**src/rtl/hnm_row_decoder_pkg.sv**
```systemverilog
// hnm_row_decoder_pkg: shared HNM geometry and decoder FSM encoding
package hnm_row_decoder_pkg;
  localparam int NCOLS_HNM = 16;
  localparam int ROWINDEXBITS_HNM = 4;
  localparam int COLINDEXBITS_HNM = $clog2(NCOLS_HNM);
  localparam int SSIDBITS = ROWINDEXBITS_HNM + COLINDEXBITS_HNM;
  typedef enum logic [1:0] {IDLE = 2'd0, LOAD = 2'd1, SCAN = 2'd2} state_t;
endpackage

```
**src/rtl/hnm_row_fifo.sv**
```systemverilog
// hnm_row_fifo: power-of-two row buffer with wrap-bit pointers and combinational read
module hnm_row_fifo #(
  parameter int WIDTH = 20,
  parameter int DEPTH = 4
) (
  input  logic             clk,
  input  logic             reset,
  input  logic             wr_en,
  input  logic [WIDTH-1:0] wr_data,
  input  logic             rd_en,
  output logic [WIDTH-1:0] rd_data,
  output logic             full,
  output logic             empty
);
  localparam int AW = $clog2(DEPTH);
  logic [AW:0] wptr_q, wptr_d, rptr_q, rptr_d;
  logic [WIDTH-1:0] mem_q [DEPTH];
  logic [WIDTH-1:0] mem_d [DEPTH];
  logic wr, rd;
  assign empty = wptr_q == rptr_q;
  assign full = (wptr_q[AW] != rptr_q[AW]) && (wptr_q[AW-1:0] == rptr_q[AW-1:0]);
  assign wr = wr_en && !full;
  assign rd = rd_en && !empty;
  assign rd_data = mem_q[rptr_q[AW-1:0]];
  // advance pointers and store the incoming row; write and pop may coincide
  always_comb begin
    mem_d = mem_q;
    wptr_d = wptr_q + {{AW{1'b0}}, wr};
    rptr_d = rptr_q + {{AW{1'b0}}, rd};
    if (wr) mem_d[wptr_q[AW-1:0]] = wr_data;
  end
  // pointer and storage registers, cleared by reset
  always_ff @(posedge clk or negedge reset) begin
    if (!reset) begin
      wptr_q <= '0;
      rptr_q <= '0;
      mem_q <= '{default: '0};
    end else begin
      wptr_q <= wptr_d;
      rptr_q <= rptr_d;
      mem_q <= mem_d;
    end
  end
endmodule

```
**src/rtl/hnm_row_decoder.sv**
```systemverilog
// hnm_row_decoder: buffers HNM row bitmaps and streams one SSID per set bit, lowest column first
module hnm_row_decoder
  import hnm_row_decoder_pkg::*;
#(
  parameter int NCOLS_HNM = hnm_row_decoder_pkg::NCOLS_HNM,
  parameter int ROWINDEXBITS_HNM = hnm_row_decoder_pkg::ROWINDEXBITS_HNM,
  parameter int COLINDEXBITS_HNM = $clog2(NCOLS_HNM),
  parameter int FIFODEPTH = 4
) (
  input  logic                                     clk,
  input  logic                                     reset,
  input  logic                                     rowValid,
  input  logic [ROWINDEXBITS_HNM-1:0]              rowPassed,
  input  logic [NCOLS_HNM-1:0]                     rowReadOutput,
  output logic                                     rowReady,
  output logic [ROWINDEXBITS_HNM+COLINDEXBITS_HNM-1:0] SSID_out,
  output logic                                     SSID_valid,
  input  logic                                     SSID_ready,
  output logic                                     rowDone,
  output logic                                     overflow,
  output logic                                     busy
);
  localparam int FW = ROWINDEXBITS_HNM + NCOLS_HNM;
  state_t state_q, state_d;
  logic [ROWINDEXBITS_HNM-1:0] row_q, row_d;
  logic [NCOLS_HNM-1:0] mask_q, mask_d, col_bit;
  logic overflow_q, overflow_d;
  logic fifo_full, fifo_empty, push, pop, hs, last;
  logic [FW-1:0] fifo_rd;
  logic [COLINDEXBITS_HNM-1:0] col;
  assign rowReady = !fifo_full;
  assign push = rowValid && !fifo_full;
  assign pop = state_q == LOAD;
  hnm_row_fifo #(.WIDTH(FW), .DEPTH(FIFODEPTH)) u_fifo (
    .clk(clk),
    .reset(reset),
    .wr_en(push),
    .wr_data({rowPassed, rowReadOutput}),
    .rd_en(pop),
    .rd_data(fifo_rd),
    .full(fifo_full),
    .empty(fifo_empty)
  );
  // priority encoder: index of the lowest set bit of the working mask
  always_comb begin
    col = '0;
    for (int i = NCOLS_HNM - 1; i >= 0; i--) if (mask_q[i]) col = COLINDEXBITS_HNM'(i);
  end
  assign col_bit = mask_q & (~mask_q + NCOLS_HNM'(1));
  assign last = (mask_q & ~col_bit) == '0;
  assign SSID_valid = (state_q == SCAN) && |mask_q;
  assign SSID_out = SSID_valid ? {row_q, col} : '0;
  assign hs = SSID_valid && SSID_ready;
  assign rowDone = (state_q == SCAN) && (!(|mask_q) || (hs && last));
  assign busy = !fifo_empty || state_q != IDLE;
  assign overflow = overflow_q;
  // next state: fetch a row, retire its bits one per handshake, chain straight into the next row
  always_comb begin
    state_d = state_q;
    row_d = row_q;
    mask_d = mask_q;
    overflow_d = overflow_q | (rowValid & fifo_full);
    case (state_q)
      IDLE: state_d = fifo_empty ? IDLE : LOAD;
      LOAD: begin
        row_d = fifo_rd[FW-1 -: ROWINDEXBITS_HNM];
        mask_d = fifo_rd[NCOLS_HNM-1:0];
        state_d = SCAN;
      end
      SCAN: begin
        if (hs) mask_d = mask_q & ~col_bit;
        if (rowDone) state_d = (!fifo_empty || push) ? LOAD : IDLE;
      end
      default: state_d = IDLE;
    endcase
  end
  // state registers; reset discards the current row and forgets any overflow
  always_ff @(posedge clk or negedge reset) begin
    if (!reset) begin
      state_q <= IDLE;
      row_q <= '0;
      mask_q <= '0;
      overflow_q <= 1'b0;
    end else begin
      state_q <= state_d;
      row_q <= row_d;
      mask_q <= mask_d;
      overflow_q <= overflow_d;
    end
  end
endmodule

```
**config.mk**
```make
export PLATFORM = sky130hd
export DESIGN_NAME = hnm_row_decoder
export DESIGN_NICKNAME = d
export VERILOG_FILES = /design/src/rtl/hnm_row_decoder_pkg.sv /design/src/rtl/hnm_row_fifo.sv /design/src/rtl/hnm_row_decoder.sv
export SDC_FILE = /design/constraint.sdc
export NUM_CORES = 1
export LEC_CHECK = 0
export ABC_AREA = 1
export CAP_MARGIN = 0
export CELL_PAD_IN_SITES_DETAIL_PLACEMENT = 2
export CELL_PAD_IN_SITES_GLOBAL_PLACEMENT = 2
export CORE_ASPECT_RATIO = 1.75
export CORE_MARGIN = 5
export CORE_UTILIZATION = 39
export CTS_CLUSTER_DIAMETER = 100
export DETAILED_ROUTE_END_ITERATION = 8
export DONT_BUFFER_PORTS = 1
export HOLD_SLACK_MARGIN = 0.15
export PLACE_DENSITY = 0.79
export SYNTH_ARGS = -nofsm -noshare
export SYNTH_HDL_FRONTEND = slang
export SYNTH_SLANG_ARGS = --single-unit
```
**constraint.sdc**
```tcl
create_clock -name clk -period 2.3 [get_ports clk]
set_clock_uncertainty 0.1 [all_clocks]
set_input_delay 0.46 -clock clk [delete_from_list [all_inputs] [get_ports clk]]
set_output_delay 0.46 -clock clk [all_outputs]
set_load 0.005 [all_outputs]
```
==> impl_metrics.yaml, run 1 <==
outcome:
  outcome: "complete, but fails checks"
  violations: "hold timing, setup timing"
layout:
  final_cells: 812
  final_area_mm2: 0.006056
  drive_gt1_share_pct: 17.87
  syn_to_final_growth_pct: 15.05
  fin_util_pct: 45.49
  fill_cells: 1451
  nets: 663
  diodes: 0
synthesis:
  ys_ff_latch: 109
  syn_area_mm2: 0.005264
  synth_area_leaders: "dfrtp_1 52%, o21ai_0 11%, nand2_1 10%"
  yosysWarnings: 0
  yosysTopAreaCellShare_pct: 51.82
  synth_area_leader_cell: "dfrtp_1"
  synthCells: 617
  ys_types: 39
  synth_nets: 645
  syn_area_per_cell_um2: 8.531
  yosys-top-cells-count: "144 x nand2_1, 116 x o21ai_0, 109 x dfrtp_1"
  synth_edf_count: 0
  seq_area_frac_synth_pct: 51.82
  ys.flop_type: "dfrtp_1"
  yosysMostFrequentCell: "nand2_1"
  synthArstFlopShare_pct: 100.0
timing:
  worst_pin_slew_ns: 0.5200
  slew_headroom_pct: 65.30
  rsz0062_at_grt: "yes"
  final_min_period_over_clock_period_pct: 116.5
  max_freq_mhz: 373.2
  timing.hold.ws_ns: -0.3003
  setup-violations-final: 9
  period_needed_ns: 2.680
  final_hold_viol_count: 109
  worst_slack_ns: -0.3796
  fin_tns_setup_ns: -1.413
  finalMaxSlewViolations: 0
power:
  vdd_ir_drop_max_mv: 0.6789
  power_density_mw_per_mm2: 1624
  p_leak_nw: 2.895
  total_power_mw: 9.834
worst_setup_path:
  end_kind: "output port"
  path_cells: "nor2_4, nand3_4, buf_4, nand2_1, nand3_1, nor2_1, nand2_2, nor2_4, nand3_2, a21oi_2"
  crit_type: "flip-flop to output port"
  critPathLaunchType: "flip-flop"
  r2r_end: "state_q[1]$_DFFE_PN0P_"
  crit_path_end: "rowDone"
  crit_start: "mask_q[0]$_DFFE_PN0P_"
  critical-path-max-stage-delay_ns: 0.41
  slowest_stage: "dfrtp_1"
  cp.required_ns: 1.74
  r2r-start: "mask_q[0]$_DFFE_PN0P_"
  r2r_slack_ns: 0.13
  cp_common_cell: "nor2_4"
  crit_path_max_fanout: 4
  r2r_cells: 13
  crit_arrival_ns: 2.12
place:
  gp_congestion: 0.7846
  dp.cells: 778
  port_buffers: 0
  place_area_mm2: 0.005512
  pre_cts_ws_ns: 0.01810
  place_hpwl_um: 10680
worst_hold_path:
  holdCritPathClass: "input pin to asynchronous set/reset pin"
clocking:
  cts.sinks: 109
  h-tree-depth: 3
  cts_tree: "built"
  clk_pin_slew_ns: 0.07
  ctsLongestPathBuffers: 2
  numCtsBuffers: 9
  cts-root-buf: "clkbuf_16"
  clk_latency_ns: 0.35
routing:
  dr.pass1.iters: 4
  wl_per_cell_um: 19.81
  drcViolationCount: 0
  drt_iter0_drc: 167
  vias: 4334
  wirelength_um: 16090
  routed_via_density: 5.337
  ant_nets: 0
floorplanning:
  core_mm2: 0.01331
  start_util_pct: 39.54
  die_x_um: 97.82
  die_h_um: 163.7
  die_area_mm2: 0.01601
  io-pin-count: 37
  rows: 56
grt:
  grt_max_degree: 110
  grt_pass1_wl_um: 26450
  grt_use_total_pct: 20.91
  grt_pass1_vias: 4927
  overflow: 0
  grt_antenna_before_repair: 0
flow_run:
  timing.max_cap.violations: 0
[layout by cell type, fill, tap and decap left out, types with 9 or more instances in the layout]
cell,n
o21ai_1,9
nor2_1,44
buf_4,37
o21ai_0,116
clkbuf_16,9
dfrtp_1,109
o22ai_1,10
nand3_1,11
o221ai_1,9
mux2i_1,9
inv_1,51
o21ai_2,11
nand2_1,136
[critical path, delay by kind of cell, from the launching register on]
kind                   cells  cell delay, ns
AO/OA/AOI/OAI              1            0.19
buffers and inverters      1            0.17
flip-flops                 1            0.41
AND/OR/NAND/NOR            8            1.01
[cell type report]
class,instances,area (um2),share of cell area (%)
clock buffer,11,252.7,4.174
clock inverter,3,46.29,0.7645
inverter,60,227.7,3.760
multi-input combinational,414,2235,36.90
sequential,109,2728,45.04
tap,174,217.7,3.595
timing repair buffer,41,349.1,5.764
[registers in the layout (all words and copies together) (netlist names)]
name,flops
u_fifo.wptr_q,3
u_fifo.mem_q,80
u_fifo.rptr_q,3
mask_q,16
row_q,4
overflow,1
state_q,2
[routing by layer]
layer	wire length, um	GRT usage, %
met1	6540	24.45
met2	8762	38.49
met3	409	3.376
met4	374	6.994
met5	0	0
[power breakdown]
group	switching, mW	internal (mW)	total [mW]	leakage, nW
clock network	0.703	0.895	1.60	0.144
logic	3.06	1.76	4.81	1.39
registers	0.598	2.82	3.42	1.36
total	4.36	5.48	9.83	2.89
[cells by family after synthesis]
family                     Yosys count  synth area share (%)
and+or+nand+nor                    224                 18.30
AOI/OAI and AO/OA                  172                 18.97
DFF                                109                 51.82
buffers and inverters               94                 7.416
muxes                                9                 1.712
xor gates and xnor gates             5                0.8321
adders and majority gates            4                0.9508
[worst min path at each step]
stage,start,end,cells past startpoint
CTS,reset,state_q[1]$_DFFE_PN0P_,0
detailed placement,reset,state_q[0]$_DFFE_PN0P_,0
finish,reset,state_q[1]$_DFFE_PN0P_,0
global placement,reset,state_q[0]$_DFFE_PN0P_,0
global route,reset,state_q[1]$_DFFE_PN0P_,0
floorplan,reset,mask_q[0]$_DFFE_PN0P_,0
[repair_timing]
action | in CTS | in global routing
endpoints found under the hold margin | 109 | 109
setup endpoints to repair | 7 | 10
gates resized for setup | 16 | 16
setup buffers | 12 | 8
pin swaps | 5 | 10
No activity file was read; power rests on OpenSTA's default activity.
==> run 2: changes to the inputs <==
CORE_ASPECT_RATIO = 1.5   (was 1.75)
==> run 2 against run 1 <==
The flow still finishes with violations (hold timing, setup timing). Fmax increased by 2.4%. Worst setup slack improved by 0.063 ns. Final cell count decreased by 2.5%. Critical path depth increased by 1. First-iteration DRC count decreased by 24%. Combinational power decreased by 2%. Clock power increased by 12%. Critical path type unchanged.
==> impl_metrics.yaml, run 2 (synthesized netlist as in run 1, its figures left out) <==
outcome:
  outcome: "complete, but fails checks"
  violations: "hold timing, setup timing"
timing:
  final_hold_viol_count: 109
  rsz0062_at_grt: "yes"
  worst_slack_ns: -0.3166
  timing.hold.ws_ns: -0.3098
  finalMaxSlewViolations: 0
  final_min_period_over_clock_period_pct: 113.8
  setup-violations-final: 9
  period_needed_ns: 2.617
  max_freq_mhz: 382.2
  worst_pin_slew_ns: 0.4290
  slew_headroom_pct: 71.40
floorplanning:
  die_area_mm2: 0.01597
  rows: 52
  core_mm2: 0.01340
  die_x_um: 104.9
  io-pin-count: 37
  die_h_um: 152.3
  start_util_pct: 39.27
clocking:
  postCtsHoldBufs: 1
  numCtsBuffers: 9
  cts.sinks: 109
  ctsLongestPathBuffers: 2
  clk_latency_ns: 0.36
  cts_tree: "built"
  cts-root-buf: "clkbuf_16"
  clk_pin_slew_ns: 0.07
  h-tree-depth: 3
grt:
  grt_use_total_pct: 20.78
  overflow: 0
  grt_max_degree: 110
  grt_antenna_before_repair: 0
  grt_pass1_vias: 4947
  grt_pass1_wl_um: 26650
worst_setup_path:
  crit_path_max_fanout: 6
  crit_path_end: "rowDone"
  crit_start: "mask_q[0]$_DFFE_PN0P_"
  crit_type: "flip-flop to output port"
  r2r_cells: 11
  critPathLaunchType: "flip-flop"
  crit_arrival_ns: 2.06
  r2r_slack_ns: 0.13
  cp.required_ns: 1.74
  r2r-start: "mask_q[0]$_DFFE_PN0P_"
  end_kind: "output port"
  r2r_end: "mask_q[11]$_DFFE_PN0P_"
routing:
  ant_nets: 0
  dr.pass1.iters: 4
  drt_iter0_drc: 127
  vias: 4331
  drcViolationCount: 0
  routed_via_density: 5.468
  wl_per_cell_um: 20.43
  wirelength_um: 16180
layout:
  diodes: 0
  drive_gt1_share_pct: 15.71
  top_regs: "u_fifo.mem_q: 80 flops, mask_q: 16 flops, row_q: 4 flops"
  fill_cells: 1474
  syn_to_final_growth_pct: 14.02
  nets: 653
  mostFrequentLayoutCells: "139 x nand2_1, 116 x o21ai_0, 109 x dfrtp_1"
  largest_reg_flops: 80
  layout_commonest_cell: "nand2_1"
  top_register: "u_fifo.mem_q"
  fin_util_pct: 44.78
place:
  pre_cts_ws_ns: 0.07570
  port_buffers: 0
  place_hpwl_um: 10350
  gp_congestion: 0.7638
power:
  pwr-share-seq_pct: 34.6
  vdd_ir_drop_max_mv: 0.6207
  total_power_mw: 9.947
  sw_frac_of_total_pct: 44.02
  p_leak_nw: 2.863
  clockPowerShare_pct: 18.0
  pwr-share-comb_pct: 47.4
  power_switching_mw: 4.378
  cell_internal_pwr_mw: 5.569
  power_density_mw_per_mm2: 1657
worst_hold_path:
  holdCritPathClass: "input pin to asynchronous set/reset pin"
flow_run:
  timing.max_cap.violations: 0
-- run 2: power groups by stage --
| stage | Sequential, mW | Combinational, mW | Clock (mW) |
|---|---|---|---|
| 6_report | 3.44 | 4.71 | 1.79 |
| 5_1_grt | 3.53 | 5.33 | 1.90 |
| 4_1_cts | 3.44 | 4.62 | 1.84 |
| 3_5_place_dp | 3.44 | 4.38 | 0 |
| 3_3_place_gp | 3.35 | 4.11 | 0 |
| 2_1_floorplan | 3.26 | 3.10 | 0 |
-- run 2: how the worst min path moves through the flow --
stage,cells past startpoint,to
6_report,0,state_q[1]$_DFFE_PN0P_
5_1_grt,0,u_fifo.wptr_q[0]$_DFF_PN0_
4_1_cts,0,state_q[1]$_DFFE_PN0P_
3_5_place_dp,0,state_q[1]$_DFFE_PN0P_
3_3_place_gp,0,state_q[1]$_DFFE_PN0P_
2_1_floorplan,0,mask_q[0]$_DFFE_PN0P_
-- run 2: area by class of cell --
type	count	area, um2	area share, %
Sequential cell	109	2728	45.45
Multi-Input combinational cell	414	2213	36.88
Timing Repair Buffer	31	285.3	4.753
Inverter	60	232.7	3.877
Clock buffer	10	229.0	3.815
Tap cell	162	202.7	3.377
Clock inverter	6	111.4	1.855
-- run 2: through the flow --
| step | cell area, um2 | setup TNS (ns) | cells |
|---|---|---|---|
| global route | 6002 | -2.982 | 792 |
| global placement | 5479 | 0 | 762 |
| floorplan | 5264 | 0 | 617 |
| detailed placement | 5479 | 0 | 762 |
| finish | 6002 | -2.049 | 792 |
| CTS | 5899 | -1.156 | 784 |
-- run 2: repair_timing --
item	in CTS	in global routing
pin swaps	2	13
gates cloned	0	0
setup endpoints to repair	9	9
resized for setup	9	16
buffers inserted	5	8
endpoints found under the hold margin	110	109
-- run 2: worst max-delay path: stages (launching register included) --
cell and delay (ns):
dfrtp_1 0.42, nor2_4 0.16, nand3_4 0.14, nor2_8 0.21
inv_4 0.05, o21ai_2 0.15, nand2_1 0.09, inv_2 0.06
nand2_2 0.05, nor2_2 0.12, nand3_2 0.10, a21oi_2 0.16
-- run 2: metal layers --
layer | share of wire (%) | global-route usage (%) | routed length (um)
met1 | 41 | 25.62 | 6639
met2 | 55 | 37.78 | 8908
met3 | 2.6 | 3.349 | 424
met4 | 1.3 | 4.631 | 206
met5 | 0 | 0 | 0
==> run 3: changes to the inputs <==
CORE_UTILIZATION = 42   (was 39)
PLACE_DENSITY = 0.84   (was 0.79)
clock period = 3.1 ns   (was 2.3 ns; I/O delays follow)
==> run 3 against run 2 <==
Global-route usage up 1.4 points. The flow finishes with violations (hold timing). Utilization is 0.93 points higher. Sequential power shrank 26%. First-iteration DRC count increased by 58%. Power decreased by 31%. Worst setup slack better by 0.63 ns. Via count down 0.51%. Flip-flop and latch count stayed put. Cell area shrank 5.7%. Clock-buffer cell count rose by 2. Routed wire length down 3.7%. Die area is 6.6% lower. Highest routed layer unchanged.
==> impl_metrics.yaml, run 3 (synthesized netlist as in run 1, its figures left out) <==
worst_setup_path:
  path_cells: "nor2_4, nand3_4, nor2_8, inv_2, o21ai_2, nand2_1, clkinv_1, nand2_1, nor2_1, nand3_1, a21oi_1"
  cp_top_family: "simple AND/OR/NAND/NOR gates"
  cp.buffers_inverters: 2
  cp.required_ns: 2.38
  crit_path_end: "rowDone"
  crit_type: "flip-flop to output port"
  r2r_cells: 6
  cp_common_cell: "nand2_1"
  r2r_slack_ns: 0.66
  r2r-start: "u_fifo.rptr_q[2]$_DFF_PN0_"
  crit_start: "mask_q[0]$_DFFE_PN0P_"
  r2r_end: "u_fifo.mem_q[22]$_DFFE_PN0P_"
  worst-path-stages: 11
  crit_arrival_ns: 2.07
  crit_path_max_fanout: 6
  end_kind: "output port"
  slowest_stage: "dfrtp_1"
  critPathLaunchType: "flip-flop"
  critical-path-max-stage-delay_ns: 0.43
timing:
  rsz0062_at_grt: "no"
  period_needed_ns: 2.789
  final_hold_viol_count: 109
  max_freq_mhz: 358.6
  timing.hold.ws_ns: -0.1421
  finalMaxSlewViolations: 0
  worst_slack_ns: 0.3111
  worst_pin_slew_ns: 0.8505
  slew_headroom_pct: 43.24
  setup-violations-final: 0
  final_min_period_over_clock_period_pct: 89.97
  fin_tns_setup_ns: 0
layout:
  fill_cells: 1408
  nets: 632
  drive_gt1_share_pct: 9.375
  top_regs: "u_fifo.mem_q: 80 flops, mask_q: 16 flops, row_q: 4 flops"
  diodes: 0
  syn_to_final_growth_pct: 7.559
  top_register: "u_fifo.mem_q"
  layout_commonest_cell: "nand2_1"
  fin_util_pct: 45.71
  largest_reg_flops: 80
  mostFrequentLayoutCells: "144 x nand2_1, 116 x o21ai_0, 109 x dfrtp_1"
grt:
  grt_pass1_vias: 4856
  grt_pass1_wl_um: 25770
  overflow: 0
  grt_antenna_before_repair: 0
  grt_use_total_pct: 22.14
  grt_max_degree: 110
place:
  port_buffers: 0
  pre_cts_ws_ns: 0.6654
  gp_congestion: 0.7817
  place_hpwl_um: 10110
routing:
  drt_iter0_drc: 201
  wl_per_cell_um: 20.40
  dr.pass1.iters: 4
  vias: 4309
  ant_nets: 0
  routed_via_density: 5.640
  drcViolationCount: 0
  wirelength_um: 15590
floorplanning:
  core_mm2: 0.01239
  rows: 50
  die_h_um: 147.1
  die_x_um: 101.4
  die_area_mm2: 0.01492
  io-pin-count: 37
  start_util_pct: 42.49
outcome:
  outcome: "complete, but fails checks"
  violations: "hold timing"
flow_run:
  timing.max_cap.violations: 0
clocking:
  post-cts-setup-buffers: 0
  cts_tree: "built"
  clk_latency_ns: 0.35
  ctsLongestPathBuffers: 2
  cts_resized: 0
  clk_pin_slew_ns: 0.07
  h-tree-depth: 3
  numCtsBuffers: 9
  cts-root-buf: "clkbuf_16"
  cts.sinks: 109
power:
  vdd_ir_drop_max_mv: 0.4279
  power_density_mw_per_mm2: 1211
  p_leak_nw: 2.705
  total_power_mw: 6.857
worst_hold_path:
  holdCritPathClass: "input pin to asynchronous set/reset pin"
## run 3: routing by layer
metal | wire, um | global-route usage [%]
met1 | 6516 | 27.16
met2 | 8550 | 40.10
met3 | 354 | 3.373
met4 | 167 | 5.256
met5 | 0 | 0
## run 3: how the worst min path moves through the flow
stage / to / cells after the start
6_report: state_q[0]$_DFFE_PN0P_ / 0
2_1_floorplan: mask_q[0]$_DFFE_PN0P_ / 0
3_3_place_gp: state_q[0]$_DFFE_PN0P_ / 0
3_5_place_dp: state_q[0]$_DFFE_PN0P_ / 0
4_1_cts: state_q[0]$_DFFE_PN0P_ / 0
5_1_grt: state_q[1]$_DFFE_PN0P_ / 0
## run 3: report_power, final
group,internal [mW],switching (mW)
Sequential,2.10,0.441
Combinational,1.03,2.12
Clock,0.647,0.525
Total,3.77,3.09
## run 3: stage by stage
step,instances,cell area (um2)
floorplan,617,5264
global placement,749,5369
global route,764,5662
finish,764,5662
CTS,764,5662
detailed placement,749,5369
## run 3: area by class of cell
cell class                      count  area, um2  area share, %
Inverter                           60      225.2          3.978
Tap cell                          156      195.2          3.448
Multi-Input combinational cell    414       2146          37.90
Sequential cell                   109       2728          48.18
Timing Repair Buffer               10      75.07          1.326
Clock inverter                      3      46.29         0.8177
Clock buffer                       12      246.5          4.354
